===== src/rtl/mem_pkg.sv =====
// rtl/mem_pkg.sv - MemOp codes, FSM encoding and lane/byte-enable helpers for the MEM stage
package mem_pkg;

  localparam logic [2:0] MEMOP_W  = 3'b000;
  localparam logic [2:0] MEMOP_HU = 3'b001;
  localparam logic [2:0] MEMOP_H  = 3'b010;
  localparam logic [2:0] MEMOP_BU = 3'b011;
  localparam logic [2:0] MEMOP_B  = 3'b100;

  typedef enum logic [1:0] {
    ST_IDLE = 2'd0,
    ST_BUSY = 2'd1,
    ST_DONE = 2'd2
  } state_t;

  typedef enum logic [1:0] {
    SZ_WORD = 2'd0,
    SZ_HALF = 2'd1,
    SZ_BYTE = 2'd2
  } size_t;

  // Unassigned MemOp codes fall back to word accesses.
  function automatic size_t op_size(input logic [2:0] op);
    case (op)
      MEMOP_HU, MEMOP_H: return SZ_HALF;
      MEMOP_BU, MEMOP_B: return SZ_BYTE;
      default:           return SZ_WORD;
    endcase
  endfunction

  function automatic logic is_aligned(input logic [2:0] op, input logic [1:0] lane);
    case (op_size(op))
      SZ_HALF: return ~lane[0];
      SZ_BYTE: return 1'b1;
      default: return (lane == 2'b00);
    endcase
  endfunction

  function automatic logic [3:0] byte_en(input logic [2:0] op, input logic [1:0] lane);
    case (op_size(op))
      SZ_HALF: return lane[1] ? 4'b1100 : 4'b0011;
      SZ_BYTE: return 4'b0001 << lane;
      default: return 4'b1111;
    endcase
  endfunction

  function automatic logic [31:0] lane_data(input logic [2:0] op, input logic [31:0] wdata);
    case (op_size(op))
      SZ_HALF: return {2{wdata[15:0]}};
      SZ_BYTE: return {4{wdata[7:0]}};
      default: return wdata;
    endcase
  endfunction

endpackage


===== src/rtl/mem_access_stage_load_extender.sv =====
// rtl/mem_access_stage_load_extender.sv - lane select and zero/sign extension of load data
module load_extender
  import mem_pkg::*;
(
  input  logic [31:0] rdata,
  input  logic [1:0]  lane,
  input  logic [2:0]  op,
  output logic [31:0] ext
);

  logic [15:0] half;
  logic [7:0]  byt;

  always_comb begin
    half = lane[1] ? rdata[31:16] : rdata[15:0];
    case (lane)
      2'd0:    byt = rdata[7:0];
      2'd1:    byt = rdata[15:8];
      2'd2:    byt = rdata[23:16];
      default: byt = rdata[31:24];
    endcase
    case (op_size(op))
      SZ_HALF: ext = (op == MEMOP_H) ? {{16{half[15]}}, half} : {16'b0, half};
      SZ_BYTE: ext = (op == MEMOP_B) ? {{24{byt[7]}}, byt} : {24'b0, byt};
      default: ext = rdata;
    endcase
  end

endmodule


===== src/rtl/mem_access_stage.sv =====
// rtl/mem_access_stage.sv - MEM-stage data-memory access unit with req/ack bus and timeout
module mem_access_stage
  import mem_pkg::*;
#(
  parameter int TIMEOUT = 16,
  parameter int CNT_W   = 5
) (
  input  logic        clk,
  input  logic        rst,
  input  logic        MemRd_M,
  input  logic        MemWr_M,
  input  logic [2:0]  MemOp_M,
  input  logic [31:0] ext_result_M,
  input  logic [31:0] wdata_M,
  output logic [31:0] wd,
  output logic        stall_M,
  output logic        misalign,
  output logic        bus_err,
  output logic        dm_req,
  output logic        dm_we,
  output logic [3:0]  dm_be,
  output logic [31:0] dm_addr,
  output logic [31:0] dm_wdata,
  input  logic [31:0] dm_rdata,
  input  logic        dm_ack
);

  state_t           state, state_nx;
  logic [CNT_W-1:0] cnt;
  logic [31:0]      rd_buf;
  logic [31:0]      ext_rdata;
  logic [1:0]       lane_q;
  logic [2:0]       op_q;
  logic [1:0]       lane;
  logic             acc, aligned, start, ack_hit, timeout_hit;

  assign lane        = ext_result_M[1:0];
  assign acc         = MemRd_M | MemWr_M;
  assign aligned     = is_aligned(MemOp_M, lane);
  assign start       = (state == ST_IDLE) && acc && aligned;
  assign ack_hit     = (state == ST_BUSY) && dm_ack;
  assign timeout_hit = (state == ST_BUSY) && !dm_ack && (cnt == CNT_W'(TIMEOUT - 1));

  // Lane and op are captured at request time so extension does not depend on the frozen pipeline.
  load_extender u_ext (
    .rdata (dm_rdata),
    .lane  (lane_q),
    .op    (op_q),
    .ext   (ext_rdata)
  );

  always_ff @(posedge clk) begin
    if (rst) state <= ST_IDLE;
    else     state <= state_nx;
  end

  always_comb begin
    state_nx = state;
    case (state)
      ST_IDLE: if (start) state_nx = ST_BUSY;
      ST_BUSY: if (ack_hit || timeout_hit) state_nx = ST_DONE;
      ST_DONE: state_nx = ST_IDLE;
      default: state_nx = ST_IDLE;
    endcase
  end

  always_comb begin
    stall_M = 1'b0;
    wd      = ext_result_M;
    case (state)
      ST_IDLE: stall_M = start;
      ST_BUSY: stall_M = 1'b1;
      ST_DONE: wd = MemRd_M ? rd_buf : ext_result_M;
      default: stall_M = 1'b0;
    endcase
  end

  always_ff @(posedge clk) begin
    if (rst) begin
      dm_req   <= 1'b0;
      dm_we    <= 1'b0;
      dm_be    <= 4'b0;
      dm_addr  <= 32'b0;
      dm_wdata <= 32'b0;
      misalign <= 1'b0;
      bus_err  <= 1'b0;
      rd_buf   <= 32'b0;
      cnt      <= '0;
      lane_q   <= 2'b0;
      op_q     <= 3'b0;
    end else begin
      misalign <= (state == ST_IDLE) && acc && !aligned;
      bus_err  <= timeout_hit;
      if (start) begin
        dm_req   <= 1'b1;
        dm_we    <= MemWr_M;
        dm_be    <= byte_en(MemOp_M, lane);
        dm_addr  <= {ext_result_M[31:2], 2'b00};
        dm_wdata <= lane_data(MemOp_M, wdata_M);
        lane_q   <= lane;
        op_q     <= MemOp_M;
        cnt      <= '0;
      end else if (state == ST_BUSY) begin
        cnt <= cnt + 1'b1;
        if (ack_hit) begin
          dm_req <= 1'b0;
          rd_buf <= ext_rdata;
        end else if (timeout_hit) begin
          dm_req <= 1'b0;
          rd_buf <= 32'b0;
        end
      end
    end
  end

endmodule


===== config.mk =====
export PLATFORM = sky130hd
export DESIGN_NAME = mem_access_stage
export DESIGN_NICKNAME = d
export VERILOG_FILES = /design/src/rtl/mem_pkg.sv /design/src/rtl/mem_access_stage_load_extender.sv /design/src/rtl/mem_access_stage.sv
export SDC_FILE = /design/constraint.sdc
export NUM_CORES = 1
export LEC_CHECK = 0
export CAP_MARGIN = 20
export CORE_MARGIN = 4
export CORE_UTILIZATION = 41
export DETAILED_ROUTE_END_ITERATION = 12
export HOLD_SLACK_MARGIN = 0.06
export PLACE_DENSITY = 0.77
export SKIP_LAST_GASP = 1
export SLEW_MARGIN = 20
export SYNTH_ARGS = -nofsm -noshare
export SYNTH_HDL_FRONTEND = slang
export SYNTH_HIERARCHICAL = 1
export SYNTH_SLANG_ARGS = --single-unit

===== constraint.sdc =====
create_clock -name clk -period 3.2 [get_ports clk]
set_input_delay 0.96 -clock clk [delete_from_list [all_inputs] [get_ports clk]]
set_output_delay 0.96 -clock clk [all_outputs]
set_load 0.02 [all_outputs]

==> flow_summary.json <==
{
  "hold_end": "cnt[1]$_SDFFE_PP0P_",
  "clock_skew_ps": 9.13,
  "grt_start_max_net_pins": 74,
  "area_growth_pct": 47.4,
  "relSlewSlack": 0.445,
  "vias": 6052,
  "worstMarginPinSlew_ps": 832,
  "antenna_cells": 0,
  "critPathKind": "in2out",
  "final_cells": 1086,
  "p_leak_nw": 3.35,
  "start_util": 0.423,
  "ys_warn_count": 6,
  "ys_seq_area_frac": 0.386,
  "grt_overflow": 0,
  "postSynthAreaPerCell_sq_um": 8.43,
  "setup_tns_ps": -49.7,
  "grt_pass1_wl_mm": 31.3,
  "portBuffers": 206,
  "hold_viol_final": 0,
  "drv_slew": 0,
  "synth_cells": 702,
  "critPathRequiredTime_ps": 2240,
  "synth_cell_types": 57,
  "cts_tree": "done",
  "die_width_um": 128,
  "placed_area_sq_um": 8130,
  "drc": 0,
  "post-route-period-util": 1.01,
  "vdd_drop_max_mv": 0.359,
  "wl_per_cell_um": 18.5,
  "final_util": 0.623,
  "cts_buffers": 17,
  "r2r-start": "op_q[1]$_SDFFE_PP0P_",
  "via_per_inst": 5.57,
  "placed_cells": 1049,
  "reg2reg_setup_slack_ps": 740,
  "root_buffer": "clkbuf_16",
  "postCtsHoldBufs": 0,
  "dr.first_iter.drc_count": 569,
  "hp-class": "reg2reg",
  "drive_above_1_share": 0.192,
  "netlist_area_sq_um": 5920,
  "row_count": 43,
  "final.setup.worst_slack_ps": -47.7,
  "core_area_sq_um": 14000,
  "fmax_mhz": 308,
  "cellPowerDensity_nw_per_um2": 554,
  "maxCapViolations": 0,
  "period_minus_slack_ps": 3250,
  "status": "complete, but fails checks",
  "rsz0062_at_grt": "true",
  "violations": "negative setup slack",
  "hp-start": "cnt[1]$_SDFFE_PP0P_",
  "reg2reg_depth": 8,
  "start_kind": "input pin",
  "critPathArrivalTime_ps": 2290,
  "ios": 209,
  "r2r_end": "rd_buf[12]$_SDFFE_PP0P_",
  "stdcell_area_sq_um": 8720,
  "die_y_um": 128,
  "ys_ff_latch": 114,
  "dp_hpwl_mm": 13.9,
  "insertion_delay_ps": 420,
  "ys.flop_type": "dfxtp_1",
  "clockBufferDepth": 2,
  "fillCellCount": 1240,
  "endpoint_kind": "primary output",
  "dr.pass1.iters": 5,
  "die_area_sq_um": 16400,
  "setup_violations": 4,
  "grt_usage": 0.241,
  "grt_antenna_before_repair": 0,
  "min_path_cells": 2,
  "htreeDepth": 4,
  "synth_edf_count": 0,
  "async_reset_ff_frac": 0,
  "wl_mm": 20.1,
  "crit_fanout": 4,
  "fin_nets": 1004,
  "place_congestion": 0.867,
  "grt_pass1_vias": 5860,
  "clkTransAtPathRegs_ps": 50,
  "clock-sinks": 114,
  "drtAntennaViolNets": 0
}
[how the worst max path moves through the flow]
stage	cells past startpoint	slack (ps)	from	endpoint
floorplan	10	-200	MemOp_M[1]	stall_M
global placement	10	-1100	MemOp_M[1]	stall_M
detailed placement	10	-1140	MemOp_M[1]	stall_M
CTS	10	-40	MemOp_M[1]	stall_M
global route	10	-120	MemOp_M[1]	stall_M
finish	10	-50	MemOp_M[1]	stall_M
[cells by family after synthesis]
logic type      after synthesis  synth area share
compound gates              264             0.286
xor+xnor                      5           0.00740
fa+ha+maj                     6            0.0127
buf+inv                      97            0.0884
flops                       114             0.386
mux                          37            0.0694
other cells                   1          0.000634
simple gates                178             0.150
[cells in the mapped netlist, drive strengths merged, types with 4 or more instances]
cell type / number / share of area
a211oi: 10 / 0.021
a21oi: 105 / 0.089
a221o: 6 / 0.010
a221oi: 8 / 0.012
a22o: 33 / 0.049
a31oi: 7 / 0.0074
buf: 42 / 0.054
clkbuf: 28 / 0.018
dfxtp: 114 / 0.39
ha: 6 / 0.013
inv: 27 / 0.017
mux2: 32 / 0.061
mux2i: 5 / 0.0085
nand2: 63 / 0.044
nand2b: 11 / 0.012
nand3: 63 / 0.053
nor2: 22 / 0.017
nor2b: 5 / 0.0057
o21ai: 74 / 0.063
o2bb2ai: 7 / 0.010
xor2: 4 / 0.0059
[layer usage]
metal  part of all wire  vias to the layer above  wire length [um]  GRT usage
li1                   -                     2922                 -          -
met1               0.43                     2839              8560      0.315
met2               0.46                      239              9320      0.375
met3              0.069                       52              1380     0.0583
met4              0.040                        0               794      0.111
met5                  0                        -                 0          0
[what timing repair did]
item                                    in CTS  in global routing
cloned                                       2                  0
endpoints found under the setup margin     137                 12
resized for setup                          152                 11
setup buffers                                3                  1
endpoints found under the hold margin        0                  0
pin swaps                                    7                  0
[layout make-up]
cell class	instances	area [sq um]	share of cell area
Multi-Input combinational cell	492	3190	0.366
Timing Repair Buffer	242	2330	0.267
Sequential cell	114	2280	0.262
Clock buffer	19	453	0.0520
Tap cell	180	225	0.0258
Clock inverter	12	135	0.0155
Inverter	27	101	0.0116
[cells in the final DEF (no fill, tap or decap), types with 10 or more instances in the layout]
cell type          n
inv_1             27
a22o_1            33
nand2_2           10
a21oi_1          104
buf_2             31
clkdlybuf4s50_1  168
nor2_1            19
buf_4             26
mux2_2            32
nand2_1           51
nand2b_1          10
o21ai_0           12
clkbuf_16         17
dfxtp_1          114
nand3_1           63
o21ai_1           60
[flip-flops by register name, summed over array words and instances (netlist names)]
name	flops
lane_q	2
dm_be	4
state	2
misalign	1
dm_wdata	32
dm_we	1
dm_req	1
dm_addr	30
rd_buf	32
cnt	5
bus_err	1
op_q	3
[stage by stage]
stage                     setup WS (ps)  power (mW)  hold slack (ps)
after CTS                         -38.3        4.86              477
after global routing               -115        5.04              497
after global placement            -1100        2.96              445
final                             -47.7        4.83              477
after floorplan                    -201        2.45              445
after detailed placement          -1140        2.97              466
[critical path: stages]
cell	delay, ps
buf_8	100
xor2_2	190
nand2b_4	80
ha_4	280
buf_6	100
a21oi_4	50
or2_4	260
nand2_4	80
nand2_4	40
buf_6	140
[report_power, final]
group	leakage [nW]	switching, mW	internal [mW]
Clock	0.277	0.694	1.18
Combinational	2.14	0.781	0.583
Sequential	0.928	0.0609	1.53
No activity file was read; power rests on OpenSTA's default activity.
